--- config.mk ---
export PLATFORM = sky130hd
export DESIGN_NAME = mux_scan_sequencer
export DESIGN_NICKNAME = d
export VERILOG_FILES = /design/src/rtl/mux_scan_sequencer.sv
export SDC_FILE = /design/constraint.sdc
export NUM_CORES = 1
export LEC_CHECK = 0
export CAP_MARGIN = 0
export CORE_MARGIN = 2
export CORE_UTILIZATION = 54
export DETAILED_ROUTE_END_ITERATION = 8
export PLACE_DENSITY = 0.89
export SYNTH_ARGS = -nofsm -noshare
export SYNTH_HDL_FRONTEND = slang
export SYNTH_SLANG_ARGS = --single-unit
--- constraint.sdc ---
create_clock -name clk -period 3.45 [get_ports clk]
set_input_delay 0.69 -clock clk [delete_from_list [all_inputs] [get_ports clk]]
set_output_delay 0.69 -clock clk [all_outputs]
set_load 0.02 [all_outputs]
--- src/rtl/mux_scan_sequencer.sv ---
// Steps an N-to-1 mux select through enabled channels, samples mux_y after a dwell,
// and hands the assembled frame downstream. Optional MUX_SCAN_PARITY_EN adds frame_parity.
module mux_scan_sequencer #(
  parameter int N     = 4,
  parameter int DWELL = 4,
  localparam int SEL_W = $clog2(N)
) (
  input  logic             clk,
  input  logic             reset,
  input  logic             start,
  input  logic             cont,
  input  logic [N-1:0]     chan_mask,
  input  logic             mux_y,
  input  logic             frame_ready,
  output logic [SEL_W-1:0] sel,
  output logic [N-1:0]     frame,
  output logic             frame_valid,
  output logic [1:0]       state_dbg,
  output logic             busy
`ifdef MUX_SCAN_PARITY_EN
  ,
  output logic             frame_parity
`endif
);

  // Handshake: a frame transfers on any rising edge where frame_valid and frame_ready
  // are both 1; frame and frame_valid do not change while frame_valid=1 and frame_ready=0.

  localparam int CNT_W = $clog2(DWELL + 1);

  typedef enum logic [1:0] {
    IDLE    = 2'd0,
    SCAN    = 2'd1,
    PRESENT = 2'd2
  } state_t;

  state_t             state_q, state_n;
  logic [SEL_W-1:0]   sel_q, sel_n;
  logic [CNT_W-1:0]   cnt_q, cnt_n;
  logic [N-1:0]       mask_q, mask_n;
  logic [N-1:0]       acc_q, acc_n;
  logic [N-1:0]       frame_q, frame_n;
  logic               valid_q, valid_n;
  logic               busy_q, busy_n;
  logic               parity_q, parity_n;

  logic [SEL_W-1:0]   low_sel;
  logic [SEL_W-1:0]   nxt_sel;
  logic               nxt_found;
  logic [N-1:0]       acc_smp;

  always_ff @(posedge clk) begin
    if (reset) begin
      state_q  <= IDLE;
      sel_q    <= '0;
      cnt_q    <= '0;
      mask_q   <= '0;
      acc_q    <= '0;
      frame_q  <= '0;
      valid_q  <= 1'b0;
      busy_q   <= 1'b0;
      parity_q <= 1'b0;
    end else begin
      state_q  <= state_n;
      sel_q    <= sel_n;
      cnt_q    <= cnt_n;
      mask_q   <= mask_n;
      acc_q    <= acc_n;
      frame_q  <= frame_n;
      valid_q  <= valid_n;
      busy_q   <= busy_n;
      parity_q <= parity_n;
    end
  end

  always_comb begin
    state_n   = state_q;
    sel_n     = sel_q;
    cnt_n     = cnt_q;
    mask_n    = mask_q;
    acc_n     = acc_q;
    frame_n   = frame_q;
    valid_n   = valid_q;
    busy_n    = busy_q;
    parity_n  = parity_q;
    low_sel   = '0;
    nxt_sel   = sel_q;
    nxt_found = 1'b0;
    acc_smp   = acc_q;

    // Descending scans so the last hit is the lowest qualifying channel.
    for (int i = N - 1; i >= 0; i--) begin
      if (chan_mask[i]) low_sel = SEL_W'(i);
      if (mask_q[i] && (i > int'(sel_q))) begin
        nxt_sel   = SEL_W'(i);
        nxt_found = 1'b1;
      end
    end
    acc_smp[sel_q] = mux_y;

    case (state_q)
      IDLE: begin
        if (start && (chan_mask != '0)) begin
          mask_n  = chan_mask;
          sel_n   = low_sel;
          cnt_n   = '0;
          acc_n   = '0;
          busy_n  = 1'b1;
          state_n = SCAN;
        end
      end
      SCAN: begin
        if (cnt_q == CNT_W'(DWELL - 1)) begin
          acc_n = acc_smp;
          cnt_n = '0;
          if (!nxt_found) begin
            frame_n  = acc_smp;
            parity_n = ^acc_smp;
            valid_n  = 1'b1;
            state_n  = PRESENT;
          end else begin
            sel_n = nxt_sel;
          end
        end else begin
          cnt_n = cnt_q + 1'b1;
        end
      end
      PRESENT: begin
        if (frame_ready) begin
          valid_n = 1'b0;
          // Continuous mode relaunches on the handoff edge with the live mask.
          if (cont && (chan_mask != '0)) begin
            mask_n  = chan_mask;
            sel_n   = low_sel;
            cnt_n   = '0;
            acc_n   = '0;
            busy_n  = 1'b1;
            state_n = SCAN;
          end else begin
            busy_n  = 1'b0;
            state_n = IDLE;
          end
        end
      end
      default: begin
        state_n = IDLE;
        busy_n  = 1'b0;
        valid_n = 1'b0;
      end
    endcase
  end

  assign sel         = sel_q;
  assign frame       = frame_q;
  assign frame_valid = valid_q;
  assign busy        = busy_q;
  assign state_dbg   = state_q;

`ifdef MUX_SCAN_PARITY_EN
  assign frame_parity = parity_q;
`else
  logic parity_unused;
  assign parity_unused = parity_q ^ parity_n;
`endif

endmodule

# Word level (Yosys, flattened, before mapping)
# Index checks and enable logic that the tools add are counted.
# totals
output_inout_bits	10
mem_bits_ro	0
n_memories	0
ramBits	0
register_bits	21
input_bits	10
latch_bits	0
elab_cells	92
# classes
n_lt_le_gt_ge	5
div_mod_pow	0
n_reduce_logical	18
bitwise_logic	3
n_addsub	1
mul	0
shift	0
eq_ne	10
n_mux	47
# op_table
operator	count
2-bit 2-to-1 mux	16
4-bit 2-to-1 mux	7
4-bit AND reduction	4
3-bit 2-to-1 mux	4
2-bit inequality test, second input constant	6
2-bit one-hot mux with 3 select lines	2
4-bit one-hot mux with 3 select lines	1
1-bit 2-to-1 mux	11
3-bit one-hot mux with 3 select lines	1
4-bit one-hot mux with 2 select lines	1
7-bit AND reduction	1
1-bit logical AND	6
1-bit one-hot mux with 3 select lines	2
3-bit AND reduction	2
5-bit AND reduction	1
4-bit bitwise mux	1
2-bit > comparator, first input constant	2
4-bit inequality test, second input constant	1
4-bit nonzero test	1
3-bit by 1-bit adder with 3-bit output, second input constant	1
3-bit by 2-bit == test with 1-bit output, second input constant	1
2-bit by 3-bit < comparator with 1-bit output, second input constant	1
1-bit inverter	3
3-bit nonzero test	1
other kinds (7)	7

# Longest topological paths before layout
# Gate-level depths: netlist of the first run.
# depth
ltp_word	8
ltp_mapped	6
mapped_depth_nobuf	5

# Least setup slack after synthesis of the first run
# OpenSTA, ideal clock, no wires.
# synth_timing
path_kind	input to register
startpoint	in frame_ready
endpoint	reg sel_q[1], in the netlist sel[1]
t_arrival_ns	1.568
path_stages	5
setup_slack_ns	1.751
setup_ns	0.131
required_ns	3.319
cell_sequence	nand3_1 > a211o_1 > buf_6 > a221oi_1 > a211oi_2
# synth_via
elab_chain_len	2
# synth_lines
element	line	source
from (decl)	14	input logic frame_ready,
2-bit inequality test (no source line)	n/a	
7-bit AND reduction (no source line)	n/a	
to (signal assigned)	65	sel_q <= sel_n;
to (decl)	38	logic [SEL_W-1:0] sel_q, sel_n;
# No other way between the ends.
# A chain may end at the register's enable or synchronous reset.

# Worst setup path after layout of the first run
# layout_timing
startpoint	reg state_q[0], in the netlist state_dbg[0]
endpoint	out state_dbg[0]
# layout_lines
element	line	source
from (decl)	37	state_t state_q, state_n;
from (signal assigned)	64	state_q <= state_n;
to (decl)	18	output logic [1:0] state_dbg,
# No word-level cell between the ends.

==> qor.csv, run 1 <==
metric;value;unit
timing.critical_path.from_type;flop;
cp_top_family;buffers and inverters;
crit_chain;clkdlybuf4s50_1;
maxSlewHeadroom;0.489;
layout-drive-gt1-share;0.0986;
grt_pass1_vias;941;
final-setup-viol-count;0;
place_ws;1.02;ns
synth_edf_count;0;
yosys-top-cells-area;dfxtp_1 37%, a21oi_1 8.7%, nand2b_1 4.6%;
worstPathMaxFanout;10;
grt_start_max_net_pins;24;
rsz0062_at_grt;false;
avgRoutedWirePerCell;14.2;um
synth_top_area_cell;dfxtp_1;
synthArstFlopShare;0;
synth_most_common_cell;dfxtp_1;
path_class;flop to output pin;
max_stage_delay;0.67;ns
cts_tree;done;
finalCritPeriodShare;0.640;
worst_slack;1.24;ns
dp_hpwl;1700;um
worst_pin_slew;0.764;ns
grt_usage;0.211;
fill_cells;159;
antenna_found_initial;0;
drc;0;
maxCapViolCount;0;
routed_wl;2390;um
leakage;0.436;nW
worstPathRequired;2.76;ns
routabilityCongestion;0.827;
cpMaxStageDelayCell;clkdlybuf4s50_1;
hold_buffers;0;
design_area;0.00131;mm2
grt_pass1_wl;3970;um
coreArea;0.00194;mm2
ctsRootBufferMaster;clkbuf_4;
syn_inst;127;
ys_seq_area_frac;0.367;
synth_nets;138;
peakVddDrop;0.508;mV
ys_ff_latch;20;
cts-resized-gates;0;
powerDensity;417;mW/mm2
drtIter0Drc;23;
firstDrtPassIters;4;
numCtsBuffers;3;
final-seq-area;400;um2
die_h;48.9;um
start_util;0.561;
avgSynthCellArea;8.58;um2
hold_viol;0;
finish.net_count;154;
netlist_top_cells_count;20 x dfxtp_1, 19 x a21oi_1, 13 x nand2_1;
hp-class;flop to flop;
clk_latency;0.31;ns
synth_top_area_share;0.367;
status;completed;
ios;20;
drv_slew;0;
fin_crit;2.21;ns
fmaxAchievable;0.453;GHz
finClkSkew;0.00202;ns
instances_no_fill;169;
postCtsSetupBuffers;0;
cts_sinks;20;
synth.distinct_cells;35;
crit_buf_inv;1;
grt_overflow;0;
cts_buffer_depth;2;
area_delta_synth_final;20.3;%
postRouteAntennaNets;0;
fp.dieW;48.9;um
placed_area;0.00126;mm2
n_antenna_cell;0;
htreeDepth;1;
netlist_area;0.00109;mm2
power;0.000546;W
ys_warn_count;0;
rows;16;
multi_input_comb_area;627;um2
path_clk_slew;0.12;ns
fin_tns_setup;0;ns
dr_total_vias;993;
io_buffers;19;
arrival;1.52;ns
endpoint_kind;output pin;
dieArea;0.00239;mm2
via_per_inst;5.88;
synthFlopType;dfxtp_1;
dp_cells;165;
-- placed cells by master (no fill, tap or decap), drive strengths merged --
master / n
o211ai: 4
clkbuf: 3
nand3b: 1
a21oi: 19
ha: 1
or3: 1
a211o: 2
nand2: 13
o21ai: 3
bufinv: 1
a221oi: 1
a21o: 1
or3b: 2
nor3: 9
mux2i: 1
o21bai: 1
inv: 2
o2111a: 1
nor4: 1
nor2: 3
nand3: 5
o311ai: 1
o2111ai: 1
dfxtp: 20
a31oi: 1
nand2b: 9
clkdlybuf4s50: 19
nor2b: 7
mux2: 4
or4: 1
a211oi: 2
a221o: 1
o32ai: 1
-- state kept, by name, indices dropped and copies added (netlist names) --
name         count
mask_q           3
acc_q            4
frame_valid      1
frame            4
busy             1
sel              2
cnt_q            3
state_dbg        2
-- stage by stage --
stage | hold WS (ns) | utilization
after floorplan | 0.435 | -
after global placement | 0.448 | 0.648
after detailed placement | 0.450 | 0.648
after CTS | 0.473 | 0.675
after global routing | 0.500 | 0.675
final | 0.471 | 0.675
-- metal layers --
| metal | track usage | share of wire | vias up |
|---|---|---|---|
| met3 | 0.0429 | 0.030 | 6 |
| met2 | 0.345 | 0.50 | 23 |
| met5 | 0 | 0 | - |
| met1 | 0.262 | 0.44 | 469 |
| li1 | - | - | 495 |
| met4 | 0.114 | 0.023 | 0 |
-- path summary, 6_finish.rpt --
path                     start            to  slack (ns)  depth (start not counted)
hold reg to reg       cnt_q[2]      cnt_q[2]        0.47                          2
setup reg to reg  state_dbg[0]        sel[1]        1.34                          4
setup / recovery  state_dbg[0]  state_dbg[0]        1.24                          1
hold / removal        cnt_q[2]      cnt_q[2]        0.47                          2
-- area by class of cell --
class,count,area share
Multi-Input combinational cell,97,0.478
Tap cell,27,0.0258
Clock inverter,1,0.0229
Sequential cell,20,0.305
Inverter,2,0.00573
Clock buffer,3,0.0172
Timing Repair Buffer,19,0.145
-- cell families after synthesis --
group                    count (synthesis)  share of synthesized area
AND/OR/NAND/NOR                         52                      0.273
AO/OA/AOI/OAI                           39                      0.240
adder cells (fa/ha/maj)                  1                     0.0115
multiplexers                             5                     0.0505
buffers and inverters                   10                     0.0574
flip-flops                              20                      0.367
-- worst min-delay path, delay by kind of cell, from the launching register on --
family,cells,cell delay [ns]
DFF,1,0.34
and+or+nand+nor,1,0.07
AOI/OAI and AO/OA,1,0.04
-- where the power goes --
part           switching (W)  internal, W
registers          0.0000145     0.000241
clock network      0.0000766     0.000117
logic              0.0000524    0.0000449
total               0.000144     0.000403
Power figures use the tool's default switching activity.
==> run 2: changes to the inputs <==
--- a/config.mk
+++ b/config.mk
@@ -7,9 +7,9 @@
 export LEC_CHECK = 0
 export CAP_MARGIN = 0
 export CORE_MARGIN = 2
-export CORE_UTILIZATION = 54
+export CORE_UTILIZATION = 51
 export DETAILED_ROUTE_END_ITERATION = 8
-export PLACE_DENSITY = 0.89
+export PLACE_DENSITY = 0.85
 export SYNTH_ARGS = -nofsm -noshare
 export SYNTH_HDL_FRONTEND = slang
 export SYNTH_SLANG_ARGS = --single-unit
==> constraint.sdc (replaced) <==
create_clock -name clk -period 2.15 [get_ports clk]
set_input_delay 0.43 -clock clk [delete_from_list [all_inputs] [get_ports clk]]
set_output_delay 0.43 -clock clk [all_outputs]
set_load 0.02 [all_outputs]
==> run 2 against run 1 <==
  * Register-to-register slack worse by 1.0 ns
  * Critical path depth unchanged
  * Largest power group unchanged
  * Power up 38%
  * Utilization down 0.99 points
  * Critical endpoint is now sel[1]
  * Final area up 0.57%
==> qor.csv, run 2 (synthesis gave the netlist of run 1 again) <==
metric;value;unit;change
status;completed;;
finalCritPeriodShare;0.904;;
die_h;50.2;um;+2.7%
fin_crit;1.94;ns;
cts-resized-gates;0;;unchanged
grt_usage;0.214;;+0.00272
fmaxAchievable;0.515;GHz;
start_util;0.550;;-0.0113
cp_top_family;buffers and inverters;;
maxCapViolCount;0;;unchanged
clk_latency;0.30;ns;about the same
worstPathRequired;1.72;ns;-1.04 ns
grt_overflow;0;;unchanged
placed_area;0.00130;mm2;+3.0%
drv_slew;0;;unchanged
layout-drive-gt1-share;0.123;;+0.0247
rows;16;;unchanged
leakage;0.447;nW;+2.5%
max_stage_delay;0.67;ns;about the same
routed_wl;2410;um;+0.75%
worstPathMaxFanout;10;;unchanged
postCtsSetupBuffers;0;;unchanged
path_clk_slew;0.11;ns;about the same
grt_pass1_wl;4110;um;+3.3%
design_area;0.00132;mm2;+0.57%
hold_buffers;0;;unchanged
power;0.000754;W;+38%
drtIter0Drc;18;;-22%
fin_tns_setup;0;ns;unchanged
rsz0062_at_grt;false;;
final_cell_mix;20 x dfxtp_1, 19 x a21oi_1, 19 x clkdlybuf4s50_1;;
cts_tree;done;;
dp_hpwl;1830;um;+7.4%
hold_viol;0;;unchanged
timing.critical_path.from_type;flop;;
final-setup-viol-count;0;;unchanged
fill_cells;164;;+3.1%
cts_buffer_depth;2;;unchanged
area_delta_synth_final;21.0;%;
cpMaxStageDelayCell;clkdlybuf4s50_1;;
maxSlewHeadroom;0.700;;+0.211
drc;0;;unchanged
avgRoutedWirePerCell;13.9;um;-1.6%
layout_commonest_cell;dfxtp_1;;
numCtsBuffers;3;;unchanged
worst_pin_slew;0.449;ns;-0.316 ns
coreArea;0.00198;mm2;+2.1%
finish.net_count;159;;+3.2%
grt_start_max_net_pins;14;;-42%
firstDrtPassIters;4;;unchanged
postRouteAntennaNets;0;;unchanged
finClkSkew;0.00433;ns;+0.00232 ns
crit_chain;clkdlybuf4s50_1;;
dieArea;0.00252;mm2;+5.4%
path_class;flop to output pin;;
cts_sinks;20;;unchanged
antenna_found_initial;0;;unchanged
via_per_inst;5.76;;-1.9%
endpoint_kind;output pin;;
n_antenna_cell;0;;unchanged
hp-class;flop to flop;;
arrival;1.51;ns;about the same
dr_total_vias;997;;+0.40%
ios;20;;unchanged
peakVddDrop;0.461;mV;-9.2%
htreeDepth;1;;unchanged
crit_buf_inv;1;;unchanged
fp.dieW;50.2;um;+2.7%
grt_pass1_vias;949;;+0.85%
io_buffers;19;;unchanged
routabilityCongestion;0.857;;+3.6%
ctsRootBufferMaster;clkbuf_4;;
powerDensity;572;mW/mm2;+37%
run 2: path summary, 6_finish.rpt:
path                     start  depth (start not counted)  slack (ns)  endpoint
setup / recovery        sel[1]                          1        0.21    sel[1]
hold / removal        acc_q[2]                          2        0.47  acc_q[2]
setup reg to reg  state_dbg[0]                          4        0.30    sel[1]
hold reg to reg       acc_q[2]                          2        0.47  acc_q[2]
run 2: cell type report:
cell class / count / area [um2] / area share
clock buffers: 3 / 22.5 / 0.0171
repair buffers: 24 / 228 / 0.173
well taps: 27 / 33.8 / 0.0256
multi-input cells: 97 / 627 / 0.475
flip-flops and latches: 20 / 400 / 0.304
inverters: 2 / 7.51 / 0.00569
run 2: power breakdown:
group	switching, W	internal, W
clock	0.000114	0.0000655
combinational	0.0000863	0.0000801
sequential	0.0000222	0.000386
run 2: per-stage QoR:
stage / worst slack, ns / hold slack [ns] / utilization / cells
4_1_cts: 0.200 / 0.475 / 0.665 / 173
3_3_place_gp: 0.136 / 0.450 / 0.654 / 170
5_1_grt: 0.0958 / 0.492 / 0.665 / 173
6_report: 0.207 / 0.472 / 0.665 / 173
3_5_place_dp: 0.0558 / 0.454 / 0.654 / 170
2_1_floorplan: 0.552 / 0.435 / - / 127
run 2: metal layers:
| metal | track usage | up-vias | part of all wire |
|---|---|---|---|
| met3 | 0.0417 | 4 | 0.050 |
| met4 | 0.0926 | 0 | 0.013 |
| met5 | 0 | - | 0 |
| li1 | - | 509 | - |
| met2 | 0.362 | 24 | 0.52 |
| met1 | 0.262 | 460 | 0.42 |
